==> config.mk <==
export PLATFORM = sky130hd
export DESIGN_NAME = seg7_scan
export DESIGN_NICKNAME = d
export VERILOG_FILES = /design/src/rtl/seg7_scan.sv
export SDC_FILE = /design/constraint.sdc
export NUM_CORES = 1
export LEC_CHECK = 0
export BUFFER_PORTS_ARGS = -buffer_cell sky130_fd_sc_hd__clkbuf_2
export CORE_MARGIN = 3
export CORE_UTILIZATION = 52
export CTS_CLUSTER_SIZE = 8
export DETAILED_ROUTE_END_ITERATION = 12
export HOLD_SLACK_MARGIN = 0.02
export PLACE_DENSITY = 0.75
export SYNTH_ARGS = -nofsm -noshare
export SYNTH_HDL_FRONTEND = slang
export SYNTH_SLANG_ARGS = --single-unit
==> constraint.sdc <==
create_clock -name CLK -period 1.88 [get_ports CLK]
set_input_delay 0.094 -clock CLK [delete_from_list [all_inputs] [get_ports CLK]]
set_output_delay 0.094 -clock CLK [all_outputs]
set_load 0.005 [all_outputs]
==> src/rtl/seg7_scan.sv <==
// Multiplexed seven-segment driver: frame-synchronous latch/shadow update, hex decode,
// leading-zero blanking and a one-cycle blank slot after every digit change.
module seg7_scan #(
  parameter int DIGITS   = 4,
  parameter int SCAN_DIV = 50000,
  parameter int LZ_BLANK = 1
) (
  input  logic                  CLK,
  input  logic                  rst_n,
  input  logic [4*DIGITS-1:0]   iData,
  input  logic [DIGITS-1:0]     iDp,
  input  logic                  iLoad,
  input  logic                  iEn,
  output logic [DIGITS-1:0]     oDigit,
  output logic [6:0]            oDisplay,
  output logic                  oDp,
  output logic                  oFrame,
  output logic                  oPending
);

  localparam int DIV_W = (SCAN_DIV > 1) ? $clog2(SCAN_DIV) : 1;
  localparam int IDX_W = (DIGITS > 1) ? $clog2(DIGITS) : 1;
  localparam logic [DIV_W-1:0] DIV_LAST = DIV_W'(SCAN_DIV - 1);
  localparam logic [IDX_W-1:0] IDX_LAST = IDX_W'(DIGITS - 1);

  logic [DIV_W-1:0]    div_q, div_d;
  logic [IDX_W-1:0]    idx_q, idx_d;
  logic [4*DIGITS-1:0] lat_data_q, lat_data_d, sh_data_q, sh_data_d;
  logic [DIGITS-1:0]   lat_dp_q, lat_dp_d, sh_dp_q, sh_dp_d;
  logic                pend_q, pend_d, frame_q, frame_d, dp_q, dp_d;
  logic [DIGITS-1:0]   digit_q, digit_d;
  logic [6:0]          disp_q, disp_d;

  logic                tick_s, wrap_s, dp_sel_s, blank_sel_s;
  logic [3:0]          nib_s;
  logic [DIGITS-1:0]   lz_mask_s;

  function automatic logic [6:0] hex_to_seg(input logic [3:0] nib);
    case (nib)
      4'h0: hex_to_seg = 7'h3F;
      4'h1: hex_to_seg = 7'h06;
      4'h2: hex_to_seg = 7'h5B;
      4'h3: hex_to_seg = 7'h4F;
      4'h4: hex_to_seg = 7'h66;
      4'h5: hex_to_seg = 7'h6D;
      4'h6: hex_to_seg = 7'h7D;
      4'h7: hex_to_seg = 7'h07;
      4'h8: hex_to_seg = 7'h7F;
      4'h9: hex_to_seg = 7'h6F;
      4'hA: hex_to_seg = 7'h77;
      4'hB: hex_to_seg = 7'h7C;
      4'hC: hex_to_seg = 7'h39;
      4'hD: hex_to_seg = 7'h5E;
      4'hE: hex_to_seg = 7'h79;
      4'hF: hex_to_seg = 7'h71;
      default: hex_to_seg = 7'h00;
    endcase
  endfunction

  assign tick_s      = (div_q == DIV_LAST);
  assign wrap_s      = tick_s && (idx_q == IDX_LAST);
  assign nib_s       = 4'(sh_data_q >> {idx_q, 2'b00});
  assign dp_sel_s    = 1'(sh_dp_q >> idx_q);
  assign blank_sel_s = 1'(lz_mask_s >> idx_q);

  // A digit is blanked when it and every more-significant digit are zero and its dp is off.
  always_comb begin : lz_mask_p
    logic zrun;
    zrun      = 1'b1;
    lz_mask_s = '0;
    for (int i = DIGITS - 1; i >= 0; i--) begin
      zrun         = zrun && (sh_data_q[4*i +: 4] == 4'h0);
      lz_mask_s[i] = (LZ_BLANK != 0) && (i != 0) && zrun && !sh_dp_q[i];
    end
  end

  always_comb begin
    div_d      = tick_s ? '0 : div_q + DIV_W'(1);
    idx_d      = idx_q;
    sh_data_d  = sh_data_q;
    sh_dp_d    = sh_dp_q;
    lat_data_d = lat_data_q;
    lat_dp_d   = lat_dp_q;
    pend_d     = pend_q;
    frame_d    = wrap_s;
    if (tick_s) begin
      idx_d = (idx_q == IDX_LAST) ? '0 : idx_q + IDX_W'(1);
    end else begin
      idx_d = idx_q;
    end
    // Shadow takes the old latch before a coincident load overwrites it.
    if (wrap_s && pend_q) begin
      sh_data_d = lat_data_q;
      sh_dp_d   = lat_dp_q;
      pend_d    = 1'b0;
    end else begin
      sh_data_d = sh_data_q;
      sh_dp_d   = sh_dp_q;
    end
    if (iLoad) begin
      lat_data_d = iData;
      lat_dp_d   = iDp;
      pend_d     = 1'b1;
    end else begin
      lat_data_d = lat_data_q;
      lat_dp_d   = lat_dp_q;
    end
  end

  always_comb begin
    digit_d = '1;
    disp_d  = 7'h00;
    dp_d    = 1'b0;
    if (!iEn || tick_s) begin
      digit_d = '1;
      disp_d  = 7'h00;
      dp_d    = 1'b0;
    end else begin
      digit_d = ~(DIGITS'(1) << idx_q);
      if (blank_sel_s) begin
        disp_d = 7'h00;
        dp_d   = 1'b0;
      end else begin
        disp_d = hex_to_seg(nib_s);
        dp_d   = dp_sel_s;
      end
    end
  end

  always_ff @(posedge CLK or negedge rst_n) begin
    if (!rst_n) begin
      div_q      <= '0;
      idx_q      <= '0;
      lat_data_q <= '0;
      lat_dp_q   <= '0;
      sh_data_q  <= '0;
      sh_dp_q    <= '0;
      pend_q     <= 1'b0;
      frame_q    <= 1'b0;
      digit_q    <= '1;
      disp_q     <= 7'h00;
      dp_q       <= 1'b0;
    end else begin
      div_q      <= div_d;
      idx_q      <= idx_d;
      lat_data_q <= lat_data_d;
      lat_dp_q   <= lat_dp_d;
      sh_data_q  <= sh_data_d;
      sh_dp_q    <= sh_dp_d;
      pend_q     <= pend_d;
      frame_q    <= frame_d;
      digit_q    <= digit_d;
      disp_q     <= disp_d;
      dp_q       <= dp_d;
    end
  end

  assign oDigit   = digit_q;
  assign oDisplay = disp_q;
  assign oDp      = dp_q;
  assign oFrame   = frame_q;
  assign oPending = pend_q;

endmodule
After elaboration in Yosys (flattened, before gate mapping)
Memories as Yosys holds them, arrays and structs flattened.
Index checks and enable logic that the tools add are counted.
{"block": "word_totals", "reg_bits": 72, "rom_bits": 112, "inputBits": 24, "output_inout_bits": 14, "word_cells": 46, "n_memories": 1}
{"block": "classes", "add_sub_neg": 2, "eq_ne": 2, "n_shift": 4, "n_mux": 9, "bitwise_logic": 1, "reduce_logical": 16}
{"name": "(no name shown)", "words": 16, "width": 7, "read_ports": 1, "rd_ports_with_merged_regs": 0, "write_ports": 0, "line": "39", "text": "case (nib)"}
{"op": "adder 16 x 1 -> 16 bit, second input constant", "n": 1}
{"op": "== test 16 bit, second input constant", "n": 1}
{"op": "two-way mux 16 bit", "n": 1}
{"op": ">> shifter 16 x 4 -> 4 bit", "n": 1}
{"op": "two-way mux 7 bit", "n": 2}
{"op": "zero test 4 bit", "n": 3}
{"op": ">> shifter 4 x 2 -> 1 bit", "n": 2}
{"op": "logical AND 1 bit", "n": 7}
{"op": "zero test 1 bit", "n": 4}
{"op": "two-way mux 1 bit", "n": 4}
{"op": "two-way mux 4 bit", "n": 1}
{"op": "inverter 4 bit", "n": 1}
{"op": "left shift 1 x 2 -> 4 bit, first input constant", "n": 1}
{"op": "adder 2 x 1 -> 2 bit, second input constant", "n": 1}
{"op": "== test 2 bit, second input constant", "n": 1}
{"op": "two-way mux 2 bit", "n": 1}
{"op": "nonzero test 2 bit", "n": 1}
{"op": "logical OR 1 bit", "n": 1}

Longest topological paths before layout
{"block": "depth", "ltp_word": 7, "depth_mapped": 7, "mapped_depth_nobuf": 6}

Least setup slack after synthesis
OpenSTA, ideal clock, no wires.
{"block": "synth_path", "path_kind": "reg2reg", "from": "register idx_q[0]", "to": "register disp_q[3], in the netlist oDisplay[3]", "setup_time_ps": 141, "arrival_time_ps": 1816, "required_time_ps": 1739, "path_slack_ps": -77, "stages_incl_launch_ff": 8, "n_path_buf": 1, "period_less_slack_ps": 1957, "cell_sequence": "dfrtp_1 -> buf_6 -> mux4_1 -> inv_1 -> ha_1 -> a21oi_1 -> o21a_1 -> a211oi_1"}
{"block": "synth_via", "elab_chain_cells": 4, "word_cells_on_any_way": 5, "classes_between": "shift (2); mux (2); memory (1)"}
{"item": "start: declaration", "line": "27", "text": "logic [IDX_W-1:0] idx_q, idx_d;"}
{"item": "start signal: assignment", "line": "145", "text": "idx_q <= idx_d;"}
{"item": ">> shifter 16 x 4 -> 4 bit", "line": "62", "text": "assign nib_s = 4'(sh_data_q >> {idx_q, 2'b00});"}
{"item": "memory (16 x 7 bit)"}
{"item": "two-way mux 7 bit (*)", "line": "120", "text": "if (blank_sel_s) begin"}
{"item": "two-way mux 7 bit (*)", "line": "114", "text": "if (!iEn || tick_s) begin"}
{"item": "via disp_d[3]", "line": "32", "text": "logic [6:0] disp_q, disp_d;"}
{"item": "end signal: assignment", "line": "153", "text": "disp_q <= disp_d;"}
{"item": "end: declaration", "line": "32"}
The timed path passes the listed nets; every way through them passes the cells marked *.
A chain may end at the register's enable or synchronous reset.

Final worst setup path
{"block": "layout_path", "from": "register sh_data_q[5]", "to": "register disp_q[3], in the netlist oDisplay[3]"}
{"block": "layout_via", "elab_chain_cells": 6, "word_cells_on_any_way": 8, "classes_between": "shift (2); mux (2); reduce/logical (3); memory (1)"}
{"item": "start: declaration", "line": "28", "text": "logic [4*DIGITS-1:0] lat_data_q, lat_data_d, sh_data_q, sh_data_d;"}
{"item": "start signal: assignment", "line": "148", "text": "sh_data_q <= sh_data_d;"}
{"item": "parallel branches: the longest is 4 deep, another holds memory (16 x 7 bit)"}
{"item": "two-way mux 7 bit (*)", "line": "120"}
{"item": "two-way mux 7 bit (*)", "line": "114"}
{"item": "via disp_d[3]", "line": "32"}
Mark *: on every way through the listed nets, which the timed path passes.

==> results.toml <==
[run_status]
status = "complete, but fails checks"
violations = "negative setup slack"

[synthesis]
synth_area_um2 = 3304
synth-seq-area-share = 0.5468
ys.flop_type = "dfrtp_1"
ys_warn_count = 0
syn-num-nets = 280
yosysUniqueCellTypes = 46
syn_avg_cell_area_um2 = 13.49
synthCells = 245
synth_enable_flop_cells = 0
synth_largest_area_cell = "dfrtp_1"
synthArstFlopShare = 1.000
synth_top_area_frac = 0.5150
ys_ff_latch = 72
synthTopCellsByArea = "dfrtp_1, mux2_2, ha_1"

[cells_and_area]
fin_nets = 365
seqCellArea_um2 = 1809
syn_to_final_growth_pct = 29.19
num-fill-cells = 402
antenna-diode-count = 0
multi_input_area_um2 = 1454
drive_gt1_frac = 0.4299
instances_no_fill = 410

[pwr]
p_leak_uw = 0.001953
p_total_uw = 3517
p_per_area_nw_per_um2 = 823.9
vdd_drop_max_uv = 568.4

[setup_path]
reg2reg_from = "sh_data_q[5]$_DFFE_PN0P_"
critPathLaunchType = "register"
path_class = "reg -> reg"
required_ns = 2.09
critPathMaxStageDelay_ns = 0.55
endpoint_kind = "register"
crit_slowest_cell = "mux4_2"
r2r_end = "oDisplay[3]$_DFF_PN0_"
cp_top_family = "multiplexers"
worst-path-buf-inv = 2
path_cells = "buf_6 > mux4_2 > inv_4 > ha_4 > a21oi_2 > o21a_1 > a211oi_2"
r2r_cells = 7
worstPathArrival_ns = 2.12
path_max_fanout = 6
regToRegSetupSlack_ns = -0.03

[floorplanning]
io_pins = 38
die_area_um2 = 7347
die_w_um = 85.72
die_y_um = 85.72
num_rows = 28
initial_utilization = 0.5484
core_area_um2 = 6026

[drt]
viasPerCell = 5.495
routed_wl_mm = 6.909
wl_per_cell_um = 16.85
drc = 0
drt_pass1_iterations = 6
dr.first_iter.drc_count = 96
vias = 2253
drtAntennaViolNets = 0

[clock_network]
cts_tree = "done"
cts_max_path_buffers = 2
cts-buffers-inserted = 9
htree_levels = 3
clockRootBuffer = "clkbuf_8"
clk_pin_slew_ns = 0.08
clkLatencyLatePin_ns = 0.34
clock_sinks = 72

[timing]
period_needed_ns = 1.908
fin_ws_ns = -0.02817
fmax_mhz = 524.1
drv_slew = 0
max_slew_margin = 0.6574
rsz0062_at_grt = "true"
finClkSkew_ns = 0.007079
tns_ns = -0.07559
finalSetupViolCount = 4
worst_pin_slew_ns = 0.5139
final_hold_viol_count = 0
period_share = 1.015

[global_routing]
grt_use_met2 = 0.3404
grt_antenna_before_repair = 0
grt_pass1_vias = 2397
grt_use_met1 = 0.2554
grt_pass1_wl_mm = 11.56
grt_max_degree = 73
top_usage_layer = "met2"
grt_usage = 0.2048
grt.met3_usage = 0.05956
grt-ovfl-total = 0

[placement]
port_buffers = 37
dp_cells = 368
hpwl_mm = 4.317
pre_cts_ws_ns = -0.04250
gp_congestion = 0.8576

[hold_path]
hold_class = "in -> async"

[job]
max-cap-violations = 0
layer usage:
layer | wire, um | vias up
met5 | 0 | -
met4 | 103 | 0
met3 | 269 | 10
met2 | 3524 | 54
met1 | 3012 | 1133
li1 | - | 1056
worst register-to-register path: stages, from the launching register on:
cell,delay [ns]
dfrtp_1,0.39
buf_6,0.12
mux4_2,0.55
inv_4,0.13
ha_4,0.21
a21oi_2,0.14
o21a_1,0.17
a211oi_2,0.05
Yosys cell counts (4+ instances only):
library cell  number
nor2_1            11
nor3_1             4
xnor2_1            8
inv_1              9
o21ai_0            4
nand2_1           11
mux4_2             4
buf_6              6
mux2_2            40
a21oi_1            5
nand3_1           10
dfrtp_1           68
ha_1              11
dfstp_2            4
layout by cell type, fill, tap and decap left out, types with 2 or more instances in the layout:
cell type and n:
nand4_1 3, or3_1 3, clkbuf_2 36, dfstp_2 4
buf_6 2, nand3_1 10, a21oi_1 4, and3_4 2
o21ai_0 4, bufinv_16 5, inv_4 2, inv_1 7
and4bb_2 2, clkbuf_8 9, a211oi_1 2, and3_1 2
buf_4 19, nor2_1 11, ha_4 3, ha_1 7
xor2_1 3, nor3_1 4, dfrtp_2 2, nor2b_1 3
mux2i_1 3, xnor2_1 8, mux2_2 40, nand2_1 11
nor4_1 2, mux4_2 5, and4_1 2, a221oi_1 2
dlygate4sd3_1 22, dfrtp_1 66
kinds of logic after synthesis:
family,count (synthesis),synth area share
AO/OA/AOI/OAI,21,0.04809
XOR/XNOR,11,0.02916
adder cells (fa/ha/maj),11,0.04165
buffers and inverters,18,0.03445
flip-flops,72,0.5468
multiplexers,49,0.1852
AND/OR/NAND/NOR,63,0.1147
metrics by stage:
step / hold WS [ns] / instance area, um2 / utilization
6_report: 0.2911 / 4269 / 0.7085
5_1_grt: 0.3273 / 4269 / 0.7085
4_1_cts: 0.3060 / 4197 / 0.6964
3_5_place_dp: 0.1481 / 3662 / 0.6078
3_3_place_gp: 0.1486 / 3662 / 0.6078
2_1_floorplan: -0.2016 / 3301 / -
worst max-delay path by stage:
stage                             start                     to  cells past startpoint  slack [ns]
6_report       sh_data_q[5]$_DFFE_PN0P_  oDisplay[3]$_DFF_PN0_                      7       -0.03
5_1_grt        sh_data_q[5]$_DFFE_PN0P_  oDisplay[3]$_DFF_PN0_                      7       -0.08
4_1_cts            idx_q[0]$_DFFE_PN0N_  oDisplay[3]$_DFF_PN0_                      4       -0.02
3_5_place_dp       idx_q[0]$_DFFE_PN0N_  oDisplay[3]$_DFF_PN0_                      4       -0.04
3_3_place_gp       idx_q[0]$_DFFE_PN0N_  oDisplay[3]$_DFF_PN0_                      4        0.03
2_1_floorplan      idx_q[0]$_DFFE_PN0N_  oDisplay[3]$_DFF_PN0_                      5        0.01
power breakdown:
group	leakage (uW)	internal (uW)	total [uW]	switching [uW]
registers	0.000910	1600	1630	27.2
clock network	0.000140	1150	1720	569
logic	0.000903	101	173	72.0
timing repair:
action / CTS / global route
buffers inserted: 1 / 1
pin swaps: 1 / 8
gates cloned: 1 / 1
resized for setup: 5 / 12
hold endpoints to repair: 91 / 0
endpoints found under the setup margin: 27 / 9
hold buffers: 22 / 0
layout make-up:
type | count | share of cell area
sequential | 72 | 0.4238
multi-input combinational | 157 | 0.3406
timing repair buffer | 81 | 0.1383
clock inverter | 6 | 0.03634
clock buffer | 10 | 0.02989
tap | 75 | 0.02198
inverter | 9 | 0.009086
state kept, by name, indices dropped and copies added (netlist names), 2 cells and up:
signal      cells
oDisplay        7
sh_dp_q         4
div_q          16
idx_q           2
lat_data_q     16
lat_dp_q        4
sh_data_q      16
oDigit          4
No activity file was read; power rests on OpenSTA's default activity.
